`src/rtl/seg_scan_ctrl.sv`:
```
// Four-digit multiplexed 7-segment scan controller.
// Blank guard, then drive each slot; snapshot taken once per frame.
module seg_scan_ctrl #(
  parameter int REFRESH_DIV  = 100000,
  parameter int BLANK_CYCLES = 1000
) (
  input  logic        clk,
  input  logic        reset,
  input  logic        en,
  input  logic [15:0] digits,
  input  logic [3:0]  dp_mask,
  input  logic        blank_lz,
  output logic [3:0]  hex_out,
  output logic [3:0]  an,
  output logic        dp,
  output logic [1:0]  digit_sel,
  output logic        frame_tick
);

  localparam int MAXC =
    (REFRESH_DIV > BLANK_CYCLES) ? REFRESH_DIV : BLANK_CYCLES;
  localparam int CW = (MAXC > 2) ? $clog2(MAXC) : 1;
  localparam logic [CW-1:0] RD_LAST = CW'(REFRESH_DIV - 1);
  localparam logic [CW-1:0] BL_LAST = CW'(BLANK_CYCLES - 1);

  typedef enum logic {
    BLANK,
    DRIVE
  } state_t;

  state_t        state, state_n;
  logic [CW-1:0] cnt, cnt_n;
  logic [1:0]    sel, sel_n;
  logic [15:0]   snap, snap_n;
  logic          ft, ft_n;
  logic [3:0]    nib;
  logic          z1, z2, z3;
  logic          dark;

  // State, counter, slot, snapshot and frame pulse registers
  always_ff @(posedge clk) begin
    if (reset) begin
      state <= BLANK;
      cnt   <= '0;
      sel   <= 2'd0;
      snap  <= 16'h0000;
      ft    <= 1'b0;
    end else begin
      state <= state_n;
      cnt   <= cnt_n;
      sel   <= sel_n;
      snap  <= snap_n;
      ft    <= ft_n;
    end
  end

  // Next-state logic; everything freezes while en is low
  always_comb begin
    state_n = state;
    cnt_n   = cnt;
    sel_n   = sel;
    snap_n  = snap;
    ft_n    = 1'b0;
    if (en) begin
      if (state == BLANK && sel == 2'd0 && cnt == '0)
        snap_n = digits;
      unique case (state)
        BLANK: begin
          if (cnt == BL_LAST) begin
            state_n = DRIVE;
            cnt_n   = '0;
          end else begin
            cnt_n = cnt + 1'b1;
          end
        end
        DRIVE: begin
          if (cnt == RD_LAST) begin
            state_n = BLANK;
            cnt_n   = '0;
            sel_n   = sel + 2'd1;
            ft_n    = (sel == 2'd3);
          end else begin
            cnt_n = cnt + 1'b1;
          end
        end
        default: state_n = BLANK;
      endcase
    end
  end

  // Leading-zero detection over the snapshot, from the top digit down
  always_comb begin
    z3   = (snap[15:12] == 4'h0);
    z2   = z3 && (snap[11:8] == 4'h0);
    z1   = z2 && (snap[7:4] == 4'h0);
    dark = 1'b0;
    unique case (sel)
      2'd1:    dark = blank_lz && z1;
      2'd2:    dark = blank_lz && z2;
      2'd3:    dark = blank_lz && z3;
      default: dark = 1'b0;
    endcase
  end

  // Output decode from registered state
  always_comb begin
    nib = snap[{sel, 2'b00} +: 4];
    an  = 4'b1111;
    dp  = 1'b1;
    if (en && state == DRIVE && !dark) begin
      an[sel] = 1'b0;
      dp      = ~dp_mask[sel];
    end
    hex_out    = nib;
    digit_sel  = sel;
    frame_tick = ft & en;
  end

endmodule

```
`config.mk`:
```
export PLATFORM = sky130hd
export DESIGN_NAME = seg_scan_ctrl
export DESIGN_NICKNAME = d
export VERILOG_FILES = /design/src/rtl/seg_scan_ctrl.sv
export SDC_FILE = /design/constraint.sdc
export NUM_CORES = 1
export LEC_CHECK = 0
export ABC_CLOCK_PERIOD_IN_PS = 2400
export BUFFER_PORTS_ARGS = -buffer_cell sky130_fd_sc_hd__buf_2
export CAP_MARGIN = 20
export CELL_PAD_IN_SITES_DETAIL_PLACEMENT = 0
export CELL_PAD_IN_SITES_GLOBAL_PLACEMENT = 1
export CORE_MARGIN = 5
export CORE_UTILIZATION = 25
export DETAILED_ROUTE_END_ITERATION = 10
export PLACE_DENSITY = 0.59
export SYNTH_ARGS = -nofsm -noshare
export SYNTH_HDL_FRONTEND = slang
export SYNTH_SLANG_ARGS = --single-unit
```
`constraint.sdc`:
```
create_clock -name clk -period 2.4 [get_ports clk]
set_input_delay 0.36 -clock clk [delete_from_list [all_inputs] [get_ports clk]]
set_output_delay 0.36 -clock clk [all_outputs]
set_load 0.01 [all_outputs]
```
==> results of run 1 <==
==> through the flow <==
step           hold WS, ns  cells  total power, W  instance area, um^2  setup slack [ns]
2_1_floorplan        0.429    224        0.000778                 1980             0.159
3_3_place_gp         0.442    361        0.000827                 2310             0.191
3_5_place_dp         0.445    361        0.000828                 2310             0.158
4_1_cts              0.291    369         0.00140                 2430             0.151
5_1_grt              0.303    369         0.00145                 2430            0.0548
6_report             0.302    369         0.00138                 2430             0.156
==> how the worst max path moves through the flow <==
stage | endpoint | depth (start not counted) | slack, ns
3_3_place_gp | snap[5]$_SDFFE_PP0P_ | 5 | 0.19
5_1_grt | snap[5]$_SDFFE_PP0P_ | 5 | 0.05
2_1_floorplan | snap[10]$_SDFFE_PP0P_ | 7 | 0.16
6_report | snap[1]$_SDFFE_PP0P_ | 5 | 0.16
4_1_cts | snap[1]$_SDFFE_PP0P_ | 5 | 0.15
3_5_place_dp | snap[1]$_SDFFE_PP0P_ | 5 | 0.16
==> worst max-delay path: stages, from the launching register on <==
cell     delay [ns]
dfxtp_1        0.38
or4_4          0.53
or3_4          0.37
or4_4          0.67
nand2_1        0.12
a21oi_1        0.06
==> power breakdown <==
| part | leakage (nW) | total [W] | switching, W | internal (W) |
|---|---|---|---|---|
| registers | 0.301 | 0.000658 | 0.0000210 | 0.000637 |
| clock network | 0.0574 | 0.000567 | 0.000229 | 0.000338 |
| logic | 0.561 | 0.000152 | 0.0000857 | 0.0000663 |
==> synthesized netlist by cell type (all sizes together) (4+ instances only) <==
cell type	n
clkbuf	9
ha	6
and3	6
xnor2	4
dfxtp	37
nand4	6
nand2	50
inv	10
a32o	4
o31ai	5
nor2	6
a21oi	20
nor4	7
nand3	12
mux4	5
buf	5
and2	4
==> layout make-up <==
type / count / share of cell area [%]
Inverter: 10 / 1.55
Timing Repair Buffer: 49 / 11.5
Clock buffer: 6 / 3.40
Multi-Input combinational cell: 163 / 46.2
Sequential cell: 37 / 30.5
Tap cell: 102 / 5.26
Clock inverter: 2 / 1.55
==> flip-flops by register name (all words and copies together) (netlist names) <==
name       flops
digit_sel      2
ft             1
state          1
cnt           17
snap          16
==> logic make-up after synthesis <==
kind of cell,synth area share (%)
adders and majority gates,3.79
buffers and inverters,5.94
and+or+nand+nor,26.7
AOI/OAI and AO/OA,17.4
DFF,37.4
xor gates and xnor gates,3.10
muxes,5.69
==> placed cells by master (no fill, tap or decap), types with 5 or more instances in the layout <==
| master | netlist | layout |
|---|---|---|
| nand3_1 | 12 | 12 |
| nor2_1 | 6 | 6 |
| inv_1 | 10 | 10 |
| buf_2 | 3 | 35 |
| o31ai_1 | 5 | 5 |
| clkbuf_8 | 0 | 6 |
| a21oi_1 | 9 | 9 |
| buf_4 | 0 | 14 |
| nand4_1 | 6 | 6 |
| nor4_1 | 6 | 6 |
| and3_1 | 5 | 5 |
| dfxtp_1 | 37 | 37 |
| mux4_2 | 5 | 5 |
| nand2_1 | 40 | 40 |
| a21oi_2 | 11 | 11 |
| nand2_2 | 10 | 10 |
| ha_1 | 6 | 6 |
==> layer usage <==
layer | GRT usage [%] | up-vias | part of all wire, % | wire length [um]
met4 | 4.41 | 0 | 1.8 | 92
met1 | 14.4 | 799 | 50 | 2550
met3 | 2.69 | 8 | 4.2 | 212
met5 | 0 | - | 0 | 0
li1 | - | 893 | - | -
met2 | 16.4 | 25 | 44 | 2200
==> results_dict.tcl, run 1 <==
set metrics [dict create \
    ys_seq_area_share_pct 37.4 \
    multi_input_area_um2 1120 \
    drcViolationCount 0 \
    outcome "finished, final reports clean" \
    hold_end "snap[1]$_SDFFE_PP0P_" \
    tightest_slew_ns 0.526 \
    slew_viol_final 0 \
    crit_path_max_fanout 16 \
    fmax_mhz 446 \
    async_flop_share_pct 0 \
    dp_hpwl_um 3970 \
    grt_pass1_wl_um 8490 \
    rr_endpoint "snap[1]$_SDFFE_PP0P_" \
    die-area_um2 9800 \
    finalCritPeriodShare_pct 93.5 \
    numPortBuffers 35 \
    drive_above_1_share_pct 33.0 \
    synth_cell_type_count 40 \
    end_kind "flop" \
    avgSynthCellArea_um2 8.84 \
    rows 32 \
    cts_buffers 5 \
    synth-edff-count 0 \
    reg2reg_from "cnt[3]$_SDFFE_PP0P_" \
    ioPinCount 36 \
    ant_nets 0 \
    drt_iter0_drc 69 \
    start_util_pct 25.6 \
    regToRegSetupSlack_ns 0.16 \
    required_ns 2.57 \
    worstPathArrival_ns 2.42 \
    postLayoutCoreUtil_pct 31.4 \
    p_per_area_nw_per_um2 567 \
    finClkSkew_ns 0.00817 \
    vias_per_cell 4.67 \
    rsz0062_at_grt "false" \
    clk_latency_ns 0.29 \
    hold_class "in -> reg" \
    synthCells 224 \
    cts_root_buffer "clkbuf_8" \
    clk_pin_slew_worst_paths_ns 0.08 \
    post-cts-setup-buffer-count 0 \
    ir_drop_v 0.000178 \
    fin_nets 296 \
    area_delta_synth_final_pct 22.6 \
    wirelength_um 5060 \
    coreArea_um2 7730 \
    antenna_found_initial 0 \
    grt_max_degree 17 \
    clkSinkCount 37 \
    synthFlopType "dfxtp_1" \
    hold_buffers 0 \
    leakage_nw 0.919 \
    clock_path_buffers 2 \
    wl_per_cell_um 13.7 \
    min_path_cells 3 \
    overflow 0 \
    cts_tree "done" \
    gr-usage-all-layers_pct 10.7 \
    regArea_um2 741 \
    netlist.area_leader.share_pct 37.4 \
    tns_ns 0 \
    place.gp.congestion 0.733 \
    antenna_cells 0 \
    path_class "reg -> reg" \
    syn_nets 254 \
    grt_pass1_vias 1732 \
    crit_path_start "cnt[3]$_SDFFE_PP0P_" \
    synth_area_um2 1980 \
    hold_violations 0 \
    yosysWarnings 0 \
    ctsResizeCount 0 \
    dr_total_vias 1725 \
    worstHoldStart "digits[1]" \
    drt_pass1_iterations 4 \
    die_h_um 99.0 \
    r2r_cells 5 \
    min_period_ns 2.24 \
    htreeDepth 2 \
    relSlewSlack_pct 64.8 \
    synthTopCellsByArea "dfxtp_1 37%, nand2_1 7.6%, mux4_2 5.7%" \
    yosysTopAreaCell "dfxtp_1" \
    synth_seq_cells 37 \
    n_fill_cell 857 \
    cap_violations 0 \
    setup_violations 0 \
    cp-start-kind "flop" \
    die_x_um 99.0 \
]
No activity file was read; power rests on OpenSTA's default activity.
==> run 2: changes to the inputs <==
Settings changed: CORE_MARGIN 5 to 4, CTS_CLUSTER_SIZE set to 24.
==> run 2 against run 1 <==
Register-to-register slack hardly changed. Worst setup slack got worse by 0.0060 ns. Core utilization decreased by 0.15 points. Die area fell by 4.0%. Sequential share of layout area up 0.14 points. Critical path depth did not move. Count of clock-buffer cells in the layout grew 1. Global-route usage increased by 0.087 points. Flip-flop and latch count unchanged. Largest cell class unchanged. Combinational power hardly changed. Worst hold slack better by 0.0053 ns.
==> results_dict.tcl, run 2 (same netlist as run 1, synthesis figures left out) <==
set metrics [dict create \
    wirelength_um 5020 \
    ioPinCount 36 \
    die_x_um 97.0 \
    rows 32 \
    path_class "reg -> reg" \
    numPortBuffers 35 \
    antenna_found_initial 0 \
    dr_total_vias 1737 \
    fin_total_pwr_w 0.00130 \
    vias_per_cell 4.69 \
    die_h_um 97.0 \
    crit_path_max_fanout 16 \
    cts_root_buffer "clkbuf_8" \
    required_ns 2.57 \
    cts_buffers 5 \
    hold_buffers 0 \
    grt_pass1_vias 1774 \
    multi_input_area_um2 1120 \
    grt_pass1_wl_um 8520 \
    cp-start-kind "flop" \
    fmax_mhz 444 \
    post-cts-setup-buffer-count 0 \
    cap_violations 0 \
    final_common_cell "nand2_1" \
    leakage_nw 0.920 \
    relSlewSlack_pct 64.1 \
    ir_drop_v 0.000166 \
    area_delta_synth_final_pct 22.0 \
    outcome "finished, final reports clean" \
    start_util_pct 25.6 \
    dpl.cell_count 362 \
    fin_nets 297 \
    clk_latency_ns 0.29 \
    mostFrequentLayoutCells "40 x nand2_1, 37 x dfxtp_1, 35 x buf_2" \
    n_fill_cell 822 \
    wl_per_cell_um 13.6 \
    hold_class "in -> reg" \
    clkSinkCount 37 \
    largest_register_ffs 17 \
    htreeDepth 2 \
    ctsResizeCount 0 \
    tns_ns 0 \
    end_kind "flop" \
    postLayoutCoreUtil_pct 31.3 \
    gr-usage-all-layers_pct 10.8 \
    finClkSkew_ns 0.00400 \
    die-area_um2 9410 \
    min_period_ns 2.25 \
    drcViolationCount 0 \
    drt_iter0_drc 83 \
    hold_violations 0 \
    rsz0062_at_grt "false" \
    tightest_slew_ns 0.537 \
    drive_above_1_share_pct 33.2 \
    regArea_um2 741 \
    antenna_cells 0 \
    overflow 0 \
    p_per_area_nw_per_um2 536 \
    slew_viol_final 0 \
    cts_tree "done" \
    instances_no_fill 370 \
    setup_violations 0 \
    clock_path_buffers 2 \
    clk_pin_slew_worst_paths_ns 0.08 \
    place.gp.congestion 0.731 \
    drt_pass1_iterations 4 \
    regMostFlops "cnt" \
    coreArea_um2 7730 \
    finalCritPeriodShare_pct 93.8 \
    dp_hpwl_um 3830 \
    timing.hold.ws_ns 0.307 \
    worstPathArrival_ns 2.42 \
    grt_max_degree 23 \
    ant_nets 0 \
]
run 2: changes by cell type in the layout (fill, tap and decap cells not counted), sizes merged:
cell      delta
clkbuf       +1
bufinv       -1
buf          +1
clkinv       +1
clkinvlp     -1
run 2: path summary, 6_finish.rpt:
| path | from | endpoint | slack (ns) | cells past startpoint |
|---|---|---|---|---|
| min | digits[1] | snap[1]$_SDFFE_PP0P_ | 0.31 | 3 |
| min reg2reg | snap[1]$_SDFFE_PP0P_ | snap[1]$_SDFFE_PP0P_ | 0.46 | 2 |
| max | cnt[3]$_SDFFE_PP0P_ | snap[2]$_SDFFE_PP0P_ | 0.15 | 5 |
| max reg2reg | cnt[3]$_SDFFE_PP0P_ | snap[2]$_SDFFE_PP0P_ | 0.15 | 5 |
run 2: area by class of cell:
| cell class | instances | area share (%) |
|---|---|---|
| Sequential cell | 37 | 30.6 |
| Inverter | 10 | 1.55 |
| Clock inverter | 1 | 0.207 |
| Tap cell | 102 | 5.28 |
| Clock buffer | 7 | 3.99 |
| Multi-Input combinational cell | 163 | 46.4 |
| Timing Repair Buffer | 50 | 11.9 |
run 2: report_power, final:
group | leakage (nW) | total, W | internal [W] | switching [W]
Combinational | 0.565 | 0.000153 | 0.0000674 | 0.0000859
Sequential | 0.301 | 0.000658 | 0.000637 | 0.0000213
Clock | 0.0542 | 0.000485 | 0.000260 | 0.000225
run 2: critical path, stage by stage (launching register included):
cell     delay (ns)
dfxtp_1        0.38
or4_4          0.54
or3_4          0.37
or4_4          0.67
nand2_1        0.12
a21oi_1        0.06
run 2: per-layer routing:
layer | wire, um | vias to the layer above | share of wire [%] | GRT usage [%]
met4 | 74 | 0 | 1.5 | 4.75
met3 | 226 | 6 | 4.5 | 2.67
met5 | 0 | - | 0 | 0
met2 | 2180 | 32 | 43 | 16.6
li1 | - | 900 | - | -
met1 | 2540 | 799 | 51 | 14.4
run 2: per-stage QoR:
step	area, um^2	worst slack [ns]
floorplan	1980	0.159
global placement	2320	0.188
detailed placement	2320	0.168
CTS	2420	0.152
global route	2420	0.0323
finish	2420	0.150
==> run 3: changes to the inputs <==
Settings changed: ABC_CLOCK_PERIOD_IN_PS 2400 to 2200, PLACE_DENSITY 0.59 to 0.57.
Clock period 2.4 ns to 2.2 ns, I/O delays scaled along.
==> run 3 against run 2 <==
Global-route usage is 0.62 points higher. Sequential power is 9.6% higher. Die area stayed put. Cell area is 2.6% higher. Critical path depth is 1 higher. Fmax is 4.3% higher. Non-clock buffer count is 5 higher. Critical path type unchanged. Largest cell class unchanged. Largest power group unchanged. Highest routed layer unchanged.
==> results_dict.tcl, run 3 (same netlist as run 1, synthesis figures left out) <==
set metrics [dict create \
    hold_class "in -> reg" \
    dpl_cell_area_um2 2370 \
    cts_tree "done" \
    antenna_found_initial 0 \
    grt_pass1_wl_um 8900 \
    postLayoutCoreUtil_pct 32.1 \
    vias_per_cell 4.72 \
    numPortBuffers 35 \
    cts_root_buffer "clkbuf_8" \
    place.gp.congestion 0.748 \
    regToRegSetupSlack_ns 0.04 \
    reg2reg_from "cnt[15]$_SDFFE_PP0P_" \
    p_per_area_nw_per_um2 558 \
    largest_register_ffs 17 \
    clkSinkCount 37 \
    grt_max_degree 18 \
    die_x_um 97.0 \
    worstPathArrival_ns 2.34 \
    tightest_slew_ns 0.383 \
    clk_latency_ns 0.29 \
    n_fill_cell 826 \
    path_class "reg -> reg" \
    fin_nets 302 \
    required_ns 2.38 \
    relSlewSlack_pct 74.4 \
    cp-start-kind "flop" \
    slew_viol_final 0 \
    ir_drop_v 0.000222 \
    clk_pin_slew_worst_paths_ns 0.08 \
    ant_nets 0 \
    min_period_ns 2.16 \
    regMostFlops "cnt" \
    dr_total_vias 1764 \
    end_kind "flop" \
    stdcell_area_um2 2480 \
    r2r_cells 6 \
    setup_slack_ns 0.0423 \
    wirelength_um 5240 \
    final_common_cell "nand2_1" \
    fmax_mhz 463 \
    mostFrequentLayoutCells "40 x nand2_1, 36 x dfxtp_1, 35 x buf_2" \
    finClkSkew_ns 0.00753 \
    cts_buffers 5 \
    rsz0062_at_grt "true" \
    drcViolationCount 0 \
    crit_path_start "cnt[15]$_SDFFE_PP0P_" \
    ioPinCount 36 \
    wl_per_cell_um 14.0 \
    crit_path_max_fanout 4 \
    grt_pass1_vias 1778 \
    dp_slack_ns 0.0586 \
    cp-endpoint "cnt[1]$_SDFFE_PP0P_" \
    hold_violations 0 \
    drive_above_1_share_pct 35.7 \
    setup_violations 0 \
    die_h_um 97.0 \
    start_util_pct 25.6 \
    htreeDepth 2 \
    outcome "finished, final reports clean" \
    dp_hpwl_um 3970 \
    drt_pass1_iterations 4 \
    finalCritPeriodShare_pct 98.1 \
    coreArea_um2 7730 \
    gr-usage-all-layers_pct 11.5 \
    area_delta_synth_final_pct 25.2 \
    overflow 0 \
    cap_violations 0 \
    rows 32 \
    clock_path_buffers 2 \
    leakage_nw 0.938 \
    hold_buffers 0 \
    antenna_cells 0 \
    die-area_um2 9410 \
    drt_iter0_drc 73 \
    rr_endpoint "cnt[1]$_SDFFE_PP0P_" \
]
## run 3: worst min path at each step
stage / slack (ns) / cells past startpoint / to / start
detailed placement: 0.45 / 2 / snap[3]$_SDFFE_PP0P_ / snap[3]$_SDFFE_PP0P_
floorplan: 0.43 / 2 / snap[0]$_SDFFE_PP0P_ / snap[0]$_SDFFE_PP0P_
CTS: 0.27 / 3 / snap[3]$_SDFFE_PP0P_ / digits[3]
finish: 0.28 / 3 / snap[3]$_SDFFE_PP0P_ / digits[3]
global route: 0.28 / 3 / snap[2]$_SDFFE_PP0P_ / digits[2]
global placement: 0.44 / 2 / snap[1]$_SDFFE_PP0P_ / snap[1]$_SDFFE_PP0P_
## run 3: critical path, stage by stage (launching register included)
cell and delay, ns:
dfxtp_1 0.32, or4_4 0.53, or3_4 0.40, o32ai_1 0.22, a21oi_2 0.16, buf_4 0.17
a32o_1 0.24
## run 3: report_power, final
part | total [W] | internal (W) | switching, W | leakage (nW)
Clock | 0.000489 | 0.000248 | 0.000242 | 0.0433
Sequential | 0.000721 | 0.000695 | 0.0000260 | 0.301
Combinational | 0.000174 | 0.0000794 | 0.0000950 | 0.593
Total | 0.00138 | 0.00102 | 0.000363 | 0.938
## run 3: cell type report
cell class / count / area (um^2) / share of cell area, %
well taps: 102 / 128 / 5.15
repair buffers: 55 / 338 / 13.6
clock buffers: 6 / 82.6 / 3.33
multi-input cells: 163 / 1140 / 46.2
flip-flops and latches: 37 / 742 / 29.9
inverters: 10 / 37.5 / 1.51
clock inverters: 1 / 7.51 / 0.303
## run 3: what timing repair did
item                       4_1_cts  5_1_grt
gates cloned                     0        0
resized for setup                2        3
setup endpoints to repair        4       20
setup buffers                    0        0
pin swaps                        0        1
## run 3: layer usage
| metal | global-route usage [%] | part of all wire (%) | vias up | wire, um |
|---|---|---|---|---|
| met4 | 3.56 | 1.3 | 0 | 67 |
| met5 | 0 | 0 | - | 0 |
| met3 | 2.88 | 4.7 | 6 | 248 |
| met2 | 16.7 | 43 | 31 | 2230 |
| met1 | 16.5 | 51 | 820 | 2700 |
| li1 | - | - | 907 | - |
## run 3: stage by stage
stage / hold slack (ns) / instances / total power, W / setup TNS, ns
4_1_cts: 0.271 / 374 / 0.00141 / 0
2_1_floorplan: 0.429 / 224 / 0.000849 / 0
5_1_grt: 0.284 / 374 / 0.00146 / -0.305
6_report: 0.277 / 374 / 0.00138 / 0
3_5_place_dp: 0.446 / 367 / 0.000912 / 0
3_3_place_gp: 0.441 / 367 / 0.000912 / 0
